File: src/rtl/key_debounce.sv
// Debounces a raw asynchronous key level: two-flop synchroniser followed by a
// stability-counter FSM producing a clean level, rise/fall pulses and a press count.
module key_debounce #(
   parameter int unsigned STABLE_CYCLES = 50000,
   parameter int unsigned CNT_W         = 16
) (
   input  logic       clk,
   input  logic       rst_n,
   input  logic       key_in,
   output logic       key_level,
   output logic       key_rise,
   output logic       key_fall,
   output logic [7:0] press_cnt
);

   localparam logic [CNT_W-1:0] CNT_LAST = CNT_W'(STABLE_CYCLES - 1);

   typedef enum logic [1:0] {
      LOW      = 2'd0,
      CHK_HIGH = 2'd1,
      HIGH     = 2'd2,
      CHK_LOW  = 2'd3
   } state_e;

   logic             ff1_q, ff2_q;
   logic             s;
   state_e           state_q, state_d;
   logic [CNT_W-1:0] cnt_q, cnt_d;
   logic             key_level_q, key_level_d;
   logic             key_rise_q, key_rise_d;
   logic             key_fall_q, key_fall_d;
   logic [7:0]       press_cnt_q, press_cnt_d;

   // Two-flop synchroniser; the only sampler of key_in.
   always_ff @(posedge clk or negedge rst_n) begin
      if (!rst_n) begin
         ff1_q <= 1'b0;
         ff2_q <= 1'b0;
      end else begin
         ff1_q <= key_in;
         ff2_q <= ff1_q;
      end
   end

   assign s = ff2_q;

   always_ff @(posedge clk or negedge rst_n) begin
      if (!rst_n) begin
         state_q     <= LOW;
         cnt_q       <= '0;
         key_level_q <= 1'b0;
         key_rise_q  <= 1'b0;
         key_fall_q  <= 1'b0;
         press_cnt_q <= 8'd0;
      end else begin
         state_q     <= state_d;
         cnt_q       <= cnt_d;
         key_level_q <= key_level_d;
         key_rise_q  <= key_rise_d;
         key_fall_q  <= key_fall_d;
         press_cnt_q <= press_cnt_d;
      end
   end

   // Any bounce in a CHK state falls back to the stable state with cnt cleared.
   always_comb begin
      state_d     = state_q;
      cnt_d       = cnt_q;
      key_level_d = key_level_q;
      key_rise_d  = 1'b0;
      key_fall_d  = 1'b0;
      press_cnt_d = press_cnt_q;
      case (state_q)
         LOW: begin
            if (s) begin
               state_d = CHK_HIGH;
               cnt_d   = '0;
            end
         end
         CHK_HIGH: begin
            if (!s) begin
               state_d = LOW;
               cnt_d   = '0;
            end else if (cnt_q == CNT_LAST) begin
               state_d     = HIGH;
               cnt_d       = '0;
               key_level_d = 1'b1;
               key_rise_d  = 1'b1;
               press_cnt_d = 8'(press_cnt_q + 8'd1);
            end else begin
               cnt_d = CNT_W'(cnt_q + 1'b1);
            end
         end
         HIGH: begin
            if (!s) begin
               state_d = CHK_LOW;
               cnt_d   = '0;
            end
         end
         CHK_LOW: begin
            if (s) begin
               state_d = HIGH;
               cnt_d   = '0;
            end else if (cnt_q == CNT_LAST) begin
               state_d     = LOW;
               cnt_d       = '0;
               key_level_d = 1'b0;
               key_fall_d  = 1'b1;
            end else begin
               cnt_d = CNT_W'(cnt_q + 1'b1);
            end
         end
         default: begin
            state_d = LOW;
            cnt_d   = '0;
         end
      endcase
   end

   assign key_level = key_level_q;
   assign key_rise  = key_rise_q;
   assign key_fall  = key_fall_q;
   assign press_cnt = press_cnt_q;

endmodule

File: config.mk
export PLATFORM = sky130hd
export DESIGN_NAME = key_debounce
export DESIGN_NICKNAME = d
export VERILOG_FILES = /design/src/rtl/key_debounce.sv
export SDC_FILE = /design/constraint.sdc
export NUM_CORES = 1
export LEC_CHECK = 0
export BUFFER_PORTS_ARGS = -buffer_cell sky130_fd_sc_hd__buf_2
export CELL_PAD_IN_SITES_DETAIL_PLACEMENT = 1
export CELL_PAD_IN_SITES_GLOBAL_PLACEMENT = 2
export CORE_AREA = 2 2 73 75
export DETAILED_ROUTE_END_ITERATION = 6
export DIE_AREA = 0 0 75 77
export GPL_TIMING_DRIVEN = 0
export PLACE_DENSITY = 0.79
export SYNTH_ARGS = -nofsm -noshare
export SYNTH_HDL_FRONTEND = slang
export SYNTH_SLANG_ARGS = --single-unit
File: constraint.sdc
create_clock -name clk -period 1.7 [get_ports clk]
set_clock_uncertainty 0.05 [all_clocks]
set_input_delay 0.34 -clock clk [delete_from_list [all_inputs] [get_ports clk]]
set_output_delay 0.34 -clock clk [all_outputs]
set_load 0.02 [all_outputs]
### Word level (Yosys, flattened, before mapping)

Cells that the tools add are included.

| storage, ports and cells | value |
|---|---|
| input bits | 3 |
| register bits after elaboration | 31 |

| cells by class | value |
|---|---|
| reduce and logical (&&, ||, !) cells | 6 |
| multiplexer cells | 23 |
| add/sub/neg operators | 2 |
| equal/unequal tests | 12 |

Operators by type and width:

| cell | number |
|---|---|
| 2-to-1 mux 16 bit | 5 |
| one-hot mux 16 bit (4 select lines) | 1 |
| adder 16 x 1 -> 16 bit, second input constant | 1 |
| equality test 16 bit, second input constant | 1 |
| 2-to-1 mux 2 bit | 6 |
| != test 2 bit, second input constant | 6 |
| 2-to-1 mux 1 bit | 9 |
| adder 8 x 1 -> 8 bit, second input constant | 1 |
| one-hot mux 2 bit (4 select lines) | 1 |
| != test 3 bit, second input constant | 2 |
| AND reduction 5 bit | 1 |
| equality test 2 bit, second input constant | 2 |
| AND reduction 4 bit | 1 |
| AND reduction 3 bit | 1 |
| equality test 2 x 1 -> 1 bit, second input constant | 1 |
| logical NOT 2 bit | 1 |
| one-hot mux 1 bit (2 select lines) | 1 |
| AND reduction 2 bit | 1 |
| nonzero test 2 bit | 1 |

### Depth between registers and ports, before layout

Gate-level depths: netlist of run 1.

| logic depth | value |
|---|---|
| word-level depth | 4 |
| gate-level depth with buffers | 6 |

### Least setup slack after synthesis of run 1

No wires, ideal clock.

| timing | value |
|---|---|
| kind | flip-flop to flip-flop |
| start point | reg cnt_q[0] |
| end point | reg press_cnt_q[1] (netlist: press_cnt[1]) |
| slack | -0.029 ns |
| arrival time | 1.554 ns |
| cell stages (with the launch flop) | 6 |
| buffers on the path | 0 |
| cell sequence | dfrtp_1 > ha_1 > and4_1 > nand4_2 > nor3_2 > mux2_2 |

| on the way | value |
|---|---|
| cells in the longest elaborated chain, start to end | 2 |

Ends and longest elaborated chain:

| what | line | RTL |
|---|---|---|
| start: declaration | 28 | `logic [CNT_W-1:0] cnt_q, cnt_d;` |
| start signal: assignment | 57 | `cnt_q <= cnt_d;` |
| equality test 16 bit | 84 | `end else if (cnt_q == CNT_LAST) begin` |
| AND reduction 3 bit (no source line) | - |  |
| end signal: assignment | 61 | `press_cnt_q <= press_cnt_d;` |
| end: declaration | 32 | `logic [7:0] press_cnt_q, press_cnt_d;` |

No other way between the ends.
A chain may end at the register's enable or synchronous reset.

### Worst setup path after layout of run 1

| timing | value |
|---|---|
| start point | reg cnt_q[13] |
| end point | reg press_cnt_q[1] (netlist: press_cnt[1]) |

Same word-level chain as after synthesis.

==> reports/qor.txt, run 1 <==
CTS Buf Count: 5
Failing checks: negative setup slack
Fmax: 577 MHz
Fill cell count: 557
Area contributors post-synth: dfrtp_1 (48%), a31oi_1 (6.2%), xor2_1 (4.3%), nand2_1 (3.9%), nand4_1 (3.5%)
Final non-filler cell area: 2290 µm²
ANT cells: 0
Post-synthesis average cell area: 9.86 µm²
RSZ-0062 raised after global routing: yes
Chip height: 77 µm
Clock Latency Late Sink: 0.29 ns
Drt first pass iters: 4
Ys flop type: dfrtp_1
Status: finished, violations left
DR vias/cell: 5.51
Ports: 14
Area Overhead vs Synth: 40.6%
CP max FO: 7
Remaining Overflow, GRT: 0
Power Total: 2.60 mW
Leakage: 0.977 nW
Minimum clock period: 1.73 ns
Worst Slack Setup Final: -0.0342 ns
Number of synthesized flops with an enable pin: 0
Worst-margin pin slew: 0.743 ns
Total number of vias: 1494
Setup TNS: -0.0346 ns
GR peak layer: met2
Longest Clk Path Bufs: 2
Iter 0 DRT Violations: 78
GP Congestion: 0.768
Clock tree sinks: 31
Worst path required time: 1.83 ns
Slew HR: 0.505
Area leader, netlist: dfrtp_1
Routing usage on met2: 0.282
Maximum number of pins on one net before global-route repair: 32
WL/cell: 18.2 µm
Syn Inst Count: 165
RR Startpoint: cnt_q[13]
Worst endpoint data arrival time: 1.87 ns
Initial core utilization: 0.327
CTS tree: yes
Share of cells above drive strength 1: 0.383
First-pass GRT wire length: 7790 µm
Most frequent cells in the layout: dfrtp_1 (24), nand2_1 (16), buf_2 (14), buf_4 (14), a31oi_1 (10)
M1 GR Usage: 0.233
Warnings, synthesis: 0
Setup violations, final: 2
Worst hold path class: input pin to asynchronous set/reset pin
Crit path launch: cnt_q[13]
PD cells: 1140 nW/µm²
Unique cell type count in the Yosys netlist: 39
Synth top area share: 0.477
# rows: 26
Async SR Flop Fraction: 1.00
Flop-to-flop setup slack: -0.03 ns
Final Net Count: 205
Post-route ant nets: 0
Mapped Area: 1630 µm²
IO buf count: 13
Most common cell after layout, fill and taps aside: dfrtp_1
Critical path class: register to register
Slew Limit Fails: 0
Routed WL: 4940 µm
Register area share after synthesis: 0.477
Final hold violations: 0
Vias in the first global route: 1524
R2R cell count: 4
Htree depth: 2
GRT Total Usage: 0.179
CTS Root Buffer Type: clkbuf_8
Synthesized net count: 170
CTS clk-pin slew, worst paths: 0.08 ns
R2R Path End: press_cnt[1]
Yosys reg bits: 31
DRC viols: 0
Area after DPL: 1810 µm²
Max-cap viol count: 0
CP Launch Type: register
Antenna violations before repair: 0
Setup crit end: press_cnt[1]
Final worst-path cycle share: 1.02
CP endpoint kind: register
DIE AREA: 5780 µm²
Hold Buf Count CTS: 0
Global Route met3 Usage: 0.0420
Die span in x: 75 µm
Worst VDD drop: 0.611 mV
Core area: 4980 µm²
DP HPWL: 3130 µm
==> critical path, cell delays in order (launching register included) <==
cell,delay (ns)
dfrtp_1,0.47
and4bb_2,0.38
nand4_4,0.19
nor3_4,0.21
mux2_4,0.32
==> layout make-up <==
cell class / instances / area [µm²] / area share
plain buffers: 8 / 83.8 / 0.0367
clock buffers: 6 / 72.6 / 0.0317
clock inverters: 2 / 60.1 / 0.0263
inverters: 7 / 26.3 / 0.0115
multi-input cells: 119 / 991 / 0.433
flip-flops and latches: 31 / 785 / 0.343
well taps: 70 / 87.6 / 0.0383
repair buffers: 28 / 181 / 0.0793
==> Yosys cell counts (all sizes together), types with 2 or more instances <==
master and n:
ha 2, a31oi 16, o22ai 3, o21ai 6, xor2 8, nand2 17
clkbuf 3, and4 2, and3 2, xnor2 2, inv 7, nor2 5
and4bb 2, dfrtp 31, nor4 8, nor4b 2, nand2b 4, o211ai 4
nor3 6, buf 5, nand3 9, nand4 10
==> layer usage <==
metal	vias to the layer above	share of wire
li1	697	-
met1	762	0.45
met2	24	0.50
met3	11	0.029
met4	0	0.025
met5	-	0
==> registers in the layout, indices dropped and copies added, names as in the netlist, named ones only <==
| register | flops |
|---|---|
| cnt_q | 16 |
| ff1_q | 1 |
| ff2_q | 1 |
| key_fall | 1 |
| key_level | 1 |
| key_rise | 1 |
| press_cnt | 8 |
| state_q | 1 |
==> power by group <==
| group | switching (mW) | total, mW | internal (mW) |
|---|---|---|---|
| Sequential | 0.0654 | 0.861 | 0.795 |
| Combinational | 0.534 | 0.863 | 0.329 |
| Clock | 0.293 | 0.879 | 0.586 |
| Total | 0.892 | 2.60 | 1.71 |
==> worst min-delay path by stage <==
stage,end,slack (ns),cells past startpoint,from
2_1_floorplan,asynchronous set/reset pin,-0.006,0,rst_n
3_3_place_gp,ff2_q,0.28,0,ff1_q
3_5_place_dp,ff2_q,0.29,0,ff1_q
4_1_cts,press_cnt[2],0.07,1,rst_n
5_1_grt,ff1_q,0.10,1,key_in
6_report,press_cnt[4],0.05,1,rst_n
==> logic make-up (layout without fill, tap and decap cells) <==
group                    count (synthesis)  in the layout  share of synthesized area
AND/OR/NAND/NOR                         73             73                      0.277
AO/OA/AOI/OAI                           32             32                      0.125
flip-flops                              31             31                      0.477
buffers and inverters                   15             51                     0.0392
XOR/XNOR                                10             10                     0.0538
adder cells (fa/ha/maj)                  2              2                     0.0154
multiplexers                             2              2                     0.0131
==> stage by stage <==
stage / hold slack (ns) / setup slack [ns] / utilization / cells
final: 0.0530 / -0.0342 / 0.460 / 271
after CTS: 0.0668 / -0.0101 / 0.418 / 265
after global placement: 0.283 / -0.210 / 0.363 / 248
after detailed placement: 0.286 / -0.272 / 0.363 / 248
after global routing: 0.101 / -0.0855 / 0.460 / 271
after floorplan: -0.00559 / -0.0153 / - / 165
==> timing repair <==
item / 4_1_cts / 5_1_grt
pin swaps: 6 / 9
resized for setup: 17 / 31
endpoints found under the setup margin: 26 / 28
buffers inserted: 9 / 6
Power figures use the tool's default switching activity.
==> run 2: changes to the inputs <==
--- a/config.mk
+++ b/config.mk
@@ -12,6 +12,7 @@
 export DETAILED_ROUTE_END_ITERATION = 6
 export DIE_AREA = 0 0 75 77
 export GPL_TIMING_DRIVEN = 0
+export HOLD_SLACK_MARGIN = 0.1
 export PLACE_DENSITY = 0.79
 export SYNTH_ARGS = -nofsm -noshare
 export SYNTH_HDL_FRONTEND = slang
==> run 2 against run 1 <==
  * The run still ends with negative setup slack left
  * Via count up 1.3%
  * Die area unchanged
  * Non-clock buffer count is 2 higher
==> reports/qor.txt, run 2 (same netlist as run 1, synthesis figures left out) <==
Vias in the first global route: 1527
Share of cells above drive strength 1: 0.379
First-pass GRT wire length: 7800 µm
CP max stage delay: 0.48 ns
CP max FO: 7
Area taken by multi-input logic gates: 991 µm²
Chip height: 77 µm
ANT cells: 0
Worst hold path class: register to register
Max-cap viol count: 0
Final hold violations: 0
Worst Slack Setup Final: -0.0330 ns
Fmax: 577 MHz
Failing checks: negative setup slack
Area after DPL: 1810 µm²
Htree depth: 2
Worst path required time: 1.83 ns
Remaining Overflow, GRT: 0
Routed WL: 4960 µm
Drt first pass iters: 4
Minimum clock period: 1.73 ns
RSZ-0062 raised after global routing: yes
CP Launch Type: register
Filler-free cell count of the finished design: 273
GP Congestion: 0.768
CTS Buf Count: 5
CP max-delay cell: dfrtp_1
Storage cell area: 785 µm²
Clock Latency Late Sink: 0.29 ns
Longest Clk Path Bufs: 2
Max layer used: met4
IO buf count: 13
CTS clk-pin slew, worst paths: 0.07 ns
Iter 0 DRT Violations: 70
Die span in x: 75 µm
Final non-filler cell area: 2310 µm²
Total number of vias: 1513
Worst-margin pin slew: 0.743 ns
Power Total: 2.61 mW
DR vias/cell: 5.54
Number of flip-flops in the largest register: 16
DP HPWL: 3130 µm
Antenna violations before repair: 0
WL/cell: 18.2 µm
Metal2 WL: 2490 µm
Worst VDD drop: 0.613 mV
CTS Root Buffer Type: clkbuf_8
Ports: 14
Most common cell after layout, fill and taps aside: dfrtp_1
GRT Total Usage: 0.179
Worst-path cell chain: and4bb_2 -> nand4_4 -> nor3_4 -> mux2_4
Most frequent cells in the layout: dfrtp_1 (24), nand2_1 (16), buf_2 (14), buf_4 (14), a31oi_1 (10)
M1 WL: 2190 µm
Core area: 4980 µm²
CP bufs+invs: 0
CP endpoint kind: register
Initial core utilization: 0.327
Metal3 WL: 162 µm
DP Cell Count: 248
Final worst-path cycle share: 1.02
Critical path class: register to register
CTS tree: yes
DIE AREA: 5780 µm²
PD cells: 1130 nW/µm²
Fill cell count: 555
Clock tree sinks: 31
CP delay by family, top: simple AND/OR/NAND/NOR gates
Setup violations, final: 1
DRC viols: 0
# rows: 26
Slew HR: 0.505
Register name with the most flops: cnt_q
Worst endpoint data arrival time: 1.87 ns
Final Net Count: 207
Leakage: 0.986 nW
Maximum number of pins on one net before global-route repair: 32
Status: finished, violations left
Post-route ant nets: 0
Slew Limit Fails: 0
Area Overhead vs Synth: 41.8%
-- run 2: cell count changes in the layout (fill, tap and decap cells not counted) --
cell / change
dlygate4sd3_1: +2
-- run 2: layer usage --
metal / vias to the layer above / track usage
met5: - / 0
met4: 0 / 0.0696
met2: 28 / 0.282
met1: 775 / 0.233
li1: 699 / -
met3: 11 / 0.0420
-- run 2: path summary, 6_finish.rpt --
kind / end / slack, ns / cells past startpoint / startpoint
setup / recovery: press_cnt[1] / -0.03 / 4 / cnt_q[13]
hold / removal: ff2_q / 0.30 / 0 / ff1_q
setup reg to reg: press_cnt[1] / -0.03 / 4 / cnt_q[13]
hold reg to reg: ff2_q / 0.30 / 0 / ff1_q
max in group asynchronous: cnt_q[8] / 0.47 / 2 / rst_n
min in group asynchronous: press_cnt[4] / 0.59 / 2 / rst_n
-- run 2: area by class of cell --
cell class | instances | area share
sequential | 31 | 0.340
inverter | 7 | 0.0114
tap | 70 | 0.0380
clock inverter | 2 | 0.0260
buffer | 8 | 0.0363
clock buffer | 6 | 0.0315
timing repair buffer | 30 | 0.0873
multi-input combinational | 119 | 0.430
-- run 2: power breakdown --
group / internal (mW) / switching (mW) / total [mW]
Clock: 0.586 / 0.293 / 0.879
Combinational: 0.332 / 0.535 / 0.867
Sequential: 0.795 / 0.0656 / 0.861
-- run 2: worst reg2reg max path, stage by stage, from the launching register on --
cell and delay, ns:
dfrtp_1 0.48, and4bb_2 0.38, nand4_4 0.19, nor3_4 0.21
mux2_4 0.32
-- run 2: stage by stage --
stage	hold WS, ns	TNS, ns	utilization	setup WS (ns)
finish	0.301	-0.0330	0.464	-0.0330
detailed placement	0.286	-4.26	0.363	-0.272
CTS	0.302	-0.0101	0.422	-0.0101
global route	0.316	-0.731	0.464	-0.0855
floorplan	-0.00559	-0.0153	-	-0.0153
global placement	0.283	-2.86	0.363	-0.210
-- run 2: timing repair --
action / 4_1_cts / 5_1_grt
resized for setup: 17 / 31
pin swaps: 6 / 9
hold endpoints to repair: 32 / 0
setup buffers: 9 / 6
hold buffers: 2 / 0
setup endpoints to repair: 26 / 28
